## config.mk

```make
export PLATFORM = sky130hd
export DESIGN_NAME = checkout_tally
export DESIGN_NICKNAME = d
export VERILOG_FILES = /design/src/rtl/checkout_tally.sv
export SDC_FILE = /design/constraint.sdc
export NUM_CORES = 1
export LEC_CHECK = 0
export CAP_MARGIN = 5
export CORE_MARGIN = 5
export CORE_UTILIZATION = 35
export CTS_CLUSTER_DIAMETER = 200
export DETAILED_ROUTE_END_ITERATION = 7
export PLACE_DENSITY = 0.69
export SLEW_MARGIN = 20
export SYNTH_ARGS = -nofsm -noshare
export SYNTH_HDL_FRONTEND = slang
export SYNTH_SLANG_ARGS = --single-unit
```

## constraint.sdc

```tcl
create_clock -name clk -period 2.2 [get_ports clk]
set_input_delay 0.66 -clock clk [delete_from_list [all_inputs] [get_ports clk]]
set_output_delay 0.66 -clock clk [all_outputs]
set_load 0.05 [all_outputs]
```

## src/rtl/checkout_tally.sv

```systemverilog
// Per-customer scan tally behind the checkout classifier: saturating item, discount
// and stolen counts, plus a latched stolen-item alarm that blocks scanning until cleared.
module checkout_tally #(
    parameter int WIDTH = 4
) (
    input  logic             clk,
    input  logic             reset,
    input  logic             scan,
    input  logic             clear,
    input  logic [2:0]       upc,
    input  logic             mark,
    input  logic             discount,
    input  logic             stolen,
    output logic [WIDTH-1:0] item_cnt,
    output logic [WIDTH-1:0] disc_cnt,
    output logic [WIDTH-1:0] stolen_cnt,
    output logic             alarm,
    output logic [2:0]       alarm_upc,
    output logic             busy
);

    typedef enum logic [1:0] {
        IDLE   = 2'd0,
        COMMIT = 2'd1,
        ALARM  = 2'd2
    } state_t;

    function automatic logic [WIDTH-1:0] sat_inc(input logic [WIDTH-1:0] v);
        if (v == {WIDTH{1'b1}}) begin
            sat_inc = v;
        end else begin
            sat_inc = v + WIDTH'(1);
        end
    endfunction

    state_t           state_q, state_d;
    logic             scan_q;
    logic [2:0]       hold_upc_q, hold_upc_d;
    logic             hold_disc_q, hold_disc_d;
    logic             hold_stolen_q, hold_stolen_d;
    logic [WIDTH-1:0] item_cnt_q, item_cnt_d;
    logic [WIDTH-1:0] disc_cnt_q, disc_cnt_d;
    logic [WIDTH-1:0] stolen_cnt_q, stolen_cnt_d;
    logic             alarm_q, alarm_d;
    logic [2:0]       alarm_upc_q, alarm_upc_d;
    logic             busy_q, busy_d;
    logic             scan_ev_s;

    // The mark bit belongs to the classifier; it is carried here only so the item inputs stay together.
    logic mark_unused;
    assign mark_unused = mark;

    assign scan_ev_s = scan & ~scan_q;

    // Next-state and next-output computation for the tally FSM.
    always_comb begin
        state_d       = state_q;
        hold_upc_d    = hold_upc_q;
        hold_disc_d   = hold_disc_q;
        hold_stolen_d = hold_stolen_q;
        item_cnt_d    = item_cnt_q;
        disc_cnt_d    = disc_cnt_q;
        stolen_cnt_d  = stolen_cnt_q;
        alarm_d       = alarm_q;
        alarm_upc_d   = alarm_upc_q;
        case (state_q)
            IDLE: begin
                if (clear) begin
                    item_cnt_d   = '0;
                    disc_cnt_d   = '0;
                    stolen_cnt_d = '0;
                end else if (scan_ev_s) begin
                    hold_upc_d    = upc;
                    hold_disc_d   = discount;
                    hold_stolen_d = stolen;
                    state_d       = COMMIT;
                end else begin
                    state_d = IDLE;
                end
            end
            COMMIT: begin
                item_cnt_d = sat_inc(item_cnt_q);
                if (hold_disc_q) begin
                    disc_cnt_d = sat_inc(disc_cnt_q);
                end else begin
                    disc_cnt_d = disc_cnt_q;
                end
                if (hold_stolen_q) begin
                    stolen_cnt_d = sat_inc(stolen_cnt_q);
                    alarm_d      = 1'b1;
                    alarm_upc_d  = hold_upc_q;
                    state_d      = ALARM;
                end else begin
                    state_d = IDLE;
                end
            end
            ALARM: begin
                if (clear) begin
                    alarm_d = 1'b0;
                    state_d = IDLE;
                end else begin
                    state_d = ALARM;
                end
            end
            default: begin
                state_d = IDLE;
            end
        endcase
        busy_d = (state_d != IDLE);
    end

    // State and output registers; reset overrides any pending commit.
    always_ff @(posedge clk) begin
        if (reset) begin
            state_q       <= IDLE;
            scan_q        <= 1'b1;
            hold_upc_q    <= 3'd0;
            hold_disc_q   <= 1'b0;
            hold_stolen_q <= 1'b0;
            item_cnt_q    <= '0;
            disc_cnt_q    <= '0;
            stolen_cnt_q  <= '0;
            alarm_q       <= 1'b0;
            alarm_upc_q   <= 3'd0;
            busy_q        <= 1'b0;
        end else begin
            state_q       <= state_d;
            scan_q        <= scan;
            hold_upc_q    <= hold_upc_d;
            hold_disc_q   <= hold_disc_d;
            hold_stolen_q <= hold_stolen_d;
            item_cnt_q    <= item_cnt_d;
            disc_cnt_q    <= disc_cnt_d;
            stolen_cnt_q  <= stolen_cnt_d;
            alarm_q       <= alarm_d;
            alarm_upc_q   <= alarm_upc_d;
            busy_q        <= busy_d;
        end
    end

    assign item_cnt   = item_cnt_q;
    assign disc_cnt   = disc_cnt_q;
    assign stolen_cnt = stolen_cnt_q;
    assign alarm      = alarm_q;
    assign alarm_upc  = alarm_upc_q;
    assign busy       = busy_q;

endmodule

```

; ---- Word level (Yosys, flattened, before mapping)
; Index checks and enable logic that the tools add are counted.
[op_classes]
add_sub_neg = 3
n_eq_ne = 12
n_mux = 17
n_bitwise = 3
n_reduce_logical = 10
[op_table]
columns = op, n
row1 = two-way mux 4 bit, 6
row2 = case mux 4 bit (2 select lines), 3
row3 = "inequality test 2 bit, second input constant", 7
row4 = "adder 4 x 1 -> 4 bit, second input constant", 3
row5 = "== test 4 bit, second input constant", 3
row6 = AND reduction 3 bit, 3
row7 = AND reduction 4 bit, 2
row8 = two-way mux 2 bit, 3
row9 = case mux 2 bit (3 select lines), 1
row10 = nonzero test 2 bit, 3
row11 = two-way mux 1 bit, 3
row12 = "== test 2 x 1 -> 1 bit, second input constant", 1
row13 = "== test 2 bit, second input constant", 1
row14 = zero test 2 bit, 1
row15 = inverter 1 bit, 2
row16 = case mux 1 bit (2 select lines), 1
row17 = AND reduction 2 bit, 1
row18 = bitwise AND 1 bit, 1
[totals]
register_bits = 25
inputBits = 10
word_cells = 56

; ---- Logic depth before layout (Yosys ltp)
[depth]
word_depth = 6
depth_mapped = 7
depth_no_buf = 5

; ---- Least setup slack after synthesis
; No wires, ideal clock.
[synth_path]
path_kind = register -> register
from = register stolen_cnt_q[0] (netlist: stolen_cnt[0])
to = register stolen_cnt_q[1] (netlist: stolen_cnt[1])
setup_time_ns = 0.071
t_arrival_ns = 1.704
required_ns = 2.129
setup_slack_ns = 0.426
stages_incl_launch_ff = 6
path_buffers = 1
cell_sequence = dfxtp_1 > ha_1 > and4_4 > buf_6 > or4b_1 > a21oi_1
[synth_between]
elab_chain_cells = 4
elab_cells_between_ends = 7
cone_classes = 1 x add/sub / 2 x eq/ne / 3 x mux / 1 x reduce/logical
[synth_lines]
columns = element, line
row1 = start: declaration, 43  ; logic [WIDTH-1:0] stolen_cnt_q, stolen_cnt_d;
row2 = start signal: assignment, 134  ; stolen_cnt_q <= stolen_cnt_d;
row3 = adder 4 x 1 -> 4 bit, 32  ; sat_inc = v + WIDTH'(1);
row4 = two-way mux 4 bit, 29  ; if (v == {WIDTH{1'b1}}) begin
row5 = two-way mux 4 bit, 88  ; if (hold_stolen_q) begin
row6 = case mux 4 bit (2 select lines), 66  ; case (state_q)
; Several ways; a longest one is shown, not always the timed one. The select of a mux whose other input is x is not followed.
; A chain may end at the register's enable or synchronous reset.

; ---- Final worst setup path
[layout_path]
from = register alarm_upc_q[2] (netlist: alarm_upc[2])
to = output port alarm_upc[2]
[layout_rtl]
columns = element, line
row1 = start: declaration, 45  ; logic [2:0] alarm_upc_q, alarm_upc_d;
row2 = start signal: assignment, 136  ; alarm_upc_q <= alarm_upc_d;
row3 = end: declaration, 18  ; output logic [2:0] alarm_upc,
; No word-level cell between the ends.

==> results.md <==
- Final hold vios: 0
- Slew Limit Fails: 0
- Worst path required time: 1.54 ns
- Routed Antenna Nets: 0
- Antenna cells: 0
- Unique cell type count in the Yosys netlist: 39
- Setup TNS: 0 ns
- Net Sw Power: 0.0001898 W
- Final period util: 97.31%
- Synth cell count leaders: dfxtp_1, nand2_1, a21oi_1
- Post-Syn Nets: 151
- Synth-to-layout area growth: 25.15%
- CP arrival: 1.48 ns
- Residual DRC: 0
- Starting density of the core: 36.24%
- Post-synth EDFFs: 0
- Die Height: 69.01 µm
- Top post-synthesis cells by area: dfxtp_1, ha_1, mux2i_1
- Width of the die: 69.01 µm
- Crit end category: primary output
- Maximum fanout along the worst path: 2
- Setup crit end: alarm_upc[2]
- Clk sinks: 25
- Worst R2R Setup Slack: 0.39 ns
- Largest area contributor in the netlist: dfxtp_1
- Core Util, Final: 45.35%
- Clock power share: 27.6%
- Status: finished, final reports clean
- First-pass GRT wire length: 4781 µm
- Post-DR vias/cell: 5.242
- Crit. Startpoint: alarm_upc[2]
- Syn Area/Cell: 9.095 µm²
- Worst Tran Pin Value: 0.5085 ns
- Hpwl dp: 2116 µm
- Core area: 3363 µm²
- DRT Wirelength: 2770 µm
- # nets final: 179
- Num rows: 21
- Worst stage delay on the critical path: 0.80 ns
- Pwr Total: 0.0007554 W
- CP Class: reg -> out
- Slew Limit Headroom: 66.05%
- CTS tree: built
- # IOs: 27
- Layout cells sized above 1: 16.77%
- Sequential share of the synthesized area: 41.07%
- DR iter-0 viols: 47
- R2R cell count: 6
- Root Driver: clkbuf_4
- Yosys warning count: 0
- PortBufs: 25
- Vias in the first global route: 1,159
- Asr flop ratio synth: 0%
- Pwr/cell area: 495.3 nW/µm²
- Initial antenna violation count: 0
- Overflow after GRT: 0
- Cell area after layout: 1525 µm²
- RR Endpoint: disc_cnt[3]
- Largest net degree at the start of global routing: 18
- Wirelength per Cell: 13.38 µm
- Placer congestion estimate: 0.8265
- CTS buffer count: 3
- Peak Freq: 467.1 MHz
- RSZ-0062 raised after global routing: false
- Pre-antenna DRT Iters: 4
- Reg2reg start: state_q[1]
- Startpoint types: flop
- Final min period: 2.141 ns
- Slowest stage cell on the critical path: clkdlybuf4s50_1
- Critical path depth: 1
- Clock Path Buffers: 2
- CP delay by family, top: buffers and inverters
- Reg clk slew, reported paths: 0.13 ns
- Count leader, synth: dfxtp_1
- Sw Ratio: 25.13%
- DR vias: 1,085
- Hold crit path type: reg -> reg
- Final Setup Violations: 0
- Setup Skew: 0.005623 ns
- CP Cell Sequence: clkdlybuf4s50_1
- Synth top area share: 41.07%
- CTS H-tree depth: 1
- Leak: 0.6204 nW
- VDD IR max: 0.3907 mV
- Crit path buffers/inverters: 1
- Synth Flop Type: dfxtp_1
- DIE AREA: 4762 µm²
- Synth Instances: 134
- Comb pwr share: 11.0%
- Mapped cell area: 1219 µm²
- Sequential power share: 61.4%
- Maxcap violations: 0
- Post-DP Area: 1493 µm²
- All-Layer GR Usage: 11.94%
- Cell-internal power: 0.0005656 W
- Register bit count reported by yosys: 25
- Worst-skew pair later-pin latency: 0.33 ns
## state kept, by name, indices dropped and copies added (netlist names)
register and count:
hold_upc_q 3, scan_q 1, alarm_upc 3, disc_cnt 4, busy 1, alarm 1
stolen_cnt 4, hold_disc_q 1, hold_stolen_q 1, state_q 2, item_cnt 4
## power by group through the flow
stage          Clock (W)  Combinational (W)  Sequential (W)
5_1_grt         0.000237          0.0000898        0.000465
3_5_place_dp           0          0.0000828        0.000474
3_3_place_gp           0          0.0000802        0.000473
6_report        0.000209          0.0000831        0.000464
4_1_cts         0.000222          0.0000834        0.000464
2_1_floorplan          0          0.0000404        0.000481
## final cells by class
cell class	instances	area, µm²
clock buffer	3	22.52
tap	46	57.56
sequential	25	500.5
timing repair buffer	31	270.3
clock inverter	1	5.005
multi-input combinational	96	650.6
inverter	5	18.77
fill	361	1838
## cells by family (layout without fill, tap and decap cells)
group | after synthesis | after routing | synth area share (%)
buffers and inverters | 13 | 40 | 5.544
flip-flops | 25 | 25 | 41.07
AND/OR/NAND/NOR | 51 | 51 | 23.62
adder cells (fa/ha/maj) | 7 | 7 | 7.187
multiplexers | 8 | 8 | 6.674
AO/OA/AOI/OAI | 30 | 30 | 15.91
## metal layers
metal | global-route usage (%) | vias to the layer above | part of all wire, %
met1 | 12.88 | 514 | 42
met3 | 4.360 | 5 | 5.1
met5 | 0 | - | 0
met4 | 4.989 | 0 | 1.2
li1 | - | 545 | -
met2 | 20.87 | 21 | 51
## worst min path at each step
stage,start,end,cells after the start
after floorplan,hold_upc_q[0],alarm_upc[0],2
after global placement,hold_upc_q[0],alarm_upc[0],2
after detailed placement,alarm_upc[0],alarm_upc[0],2
after CTS,alarm_upc[0],alarm_upc[0],2
after global routing,alarm_upc[2],alarm_upc[2],2
final,alarm_upc[0],alarm_upc[0],2
## placed cells by master, fill, tap and decap left out, types with 2 or more instances in the layout
cell type / Yosys / routed
a211oi_1: 3 / 3
a21oi_1: 11 / 11
a311oi_1: 3 / 3
a31oi_1: 2 / 2
and3_1: 2 / 2
buf_4: 0 / 18
clkbuf_4: 0 / 3
clkdlybuf4s50_1: 0 / 11
dfxtp_1: 25 / 25
dlymetal6s2s_1: 0 / 2
ha_1: 7 / 7
inv_1: 5 / 5
mux2i_1: 7 / 7
nand2_1: 13 / 13
nand2b_1: 5 / 5
nand3_1: 4 / 4
nand3b_1: 2 / 2
nand4_1: 3 / 3
nor2_1: 6 / 6
nor3_1: 2 / 2
o21ai_0: 3 / 3
o31ai_1: 3 / 3
or2_2: 2 / 2
or3_1: 2 / 2
## repair_timing
item,in CTS,in global routing
buffers inserted,0,0
gates resized for setup,0,2
endpoints found under the hold margin,0,0
hold buffers,0,0
setup endpoints to repair,0,2
## metrics by stage
| stage | std cells | hold slack [ns] | setup WS [ns] |
|---|---|---|---|
| finish | 207 | 0.4618 | 0.05916 |
| global route | 207 | 0.4942 | 0.009713 |
| CTS | 207 | 0.4669 | 0.02273 |
| detailed placement | 203 | 0.4481 | 0.04984 |
| global placement | 203 | 0.4479 | 0.07464 |
| floorplan | 134 | 0.4312 | 0.4257 |
No activity file was read; power rests on OpenSTA's default activity.
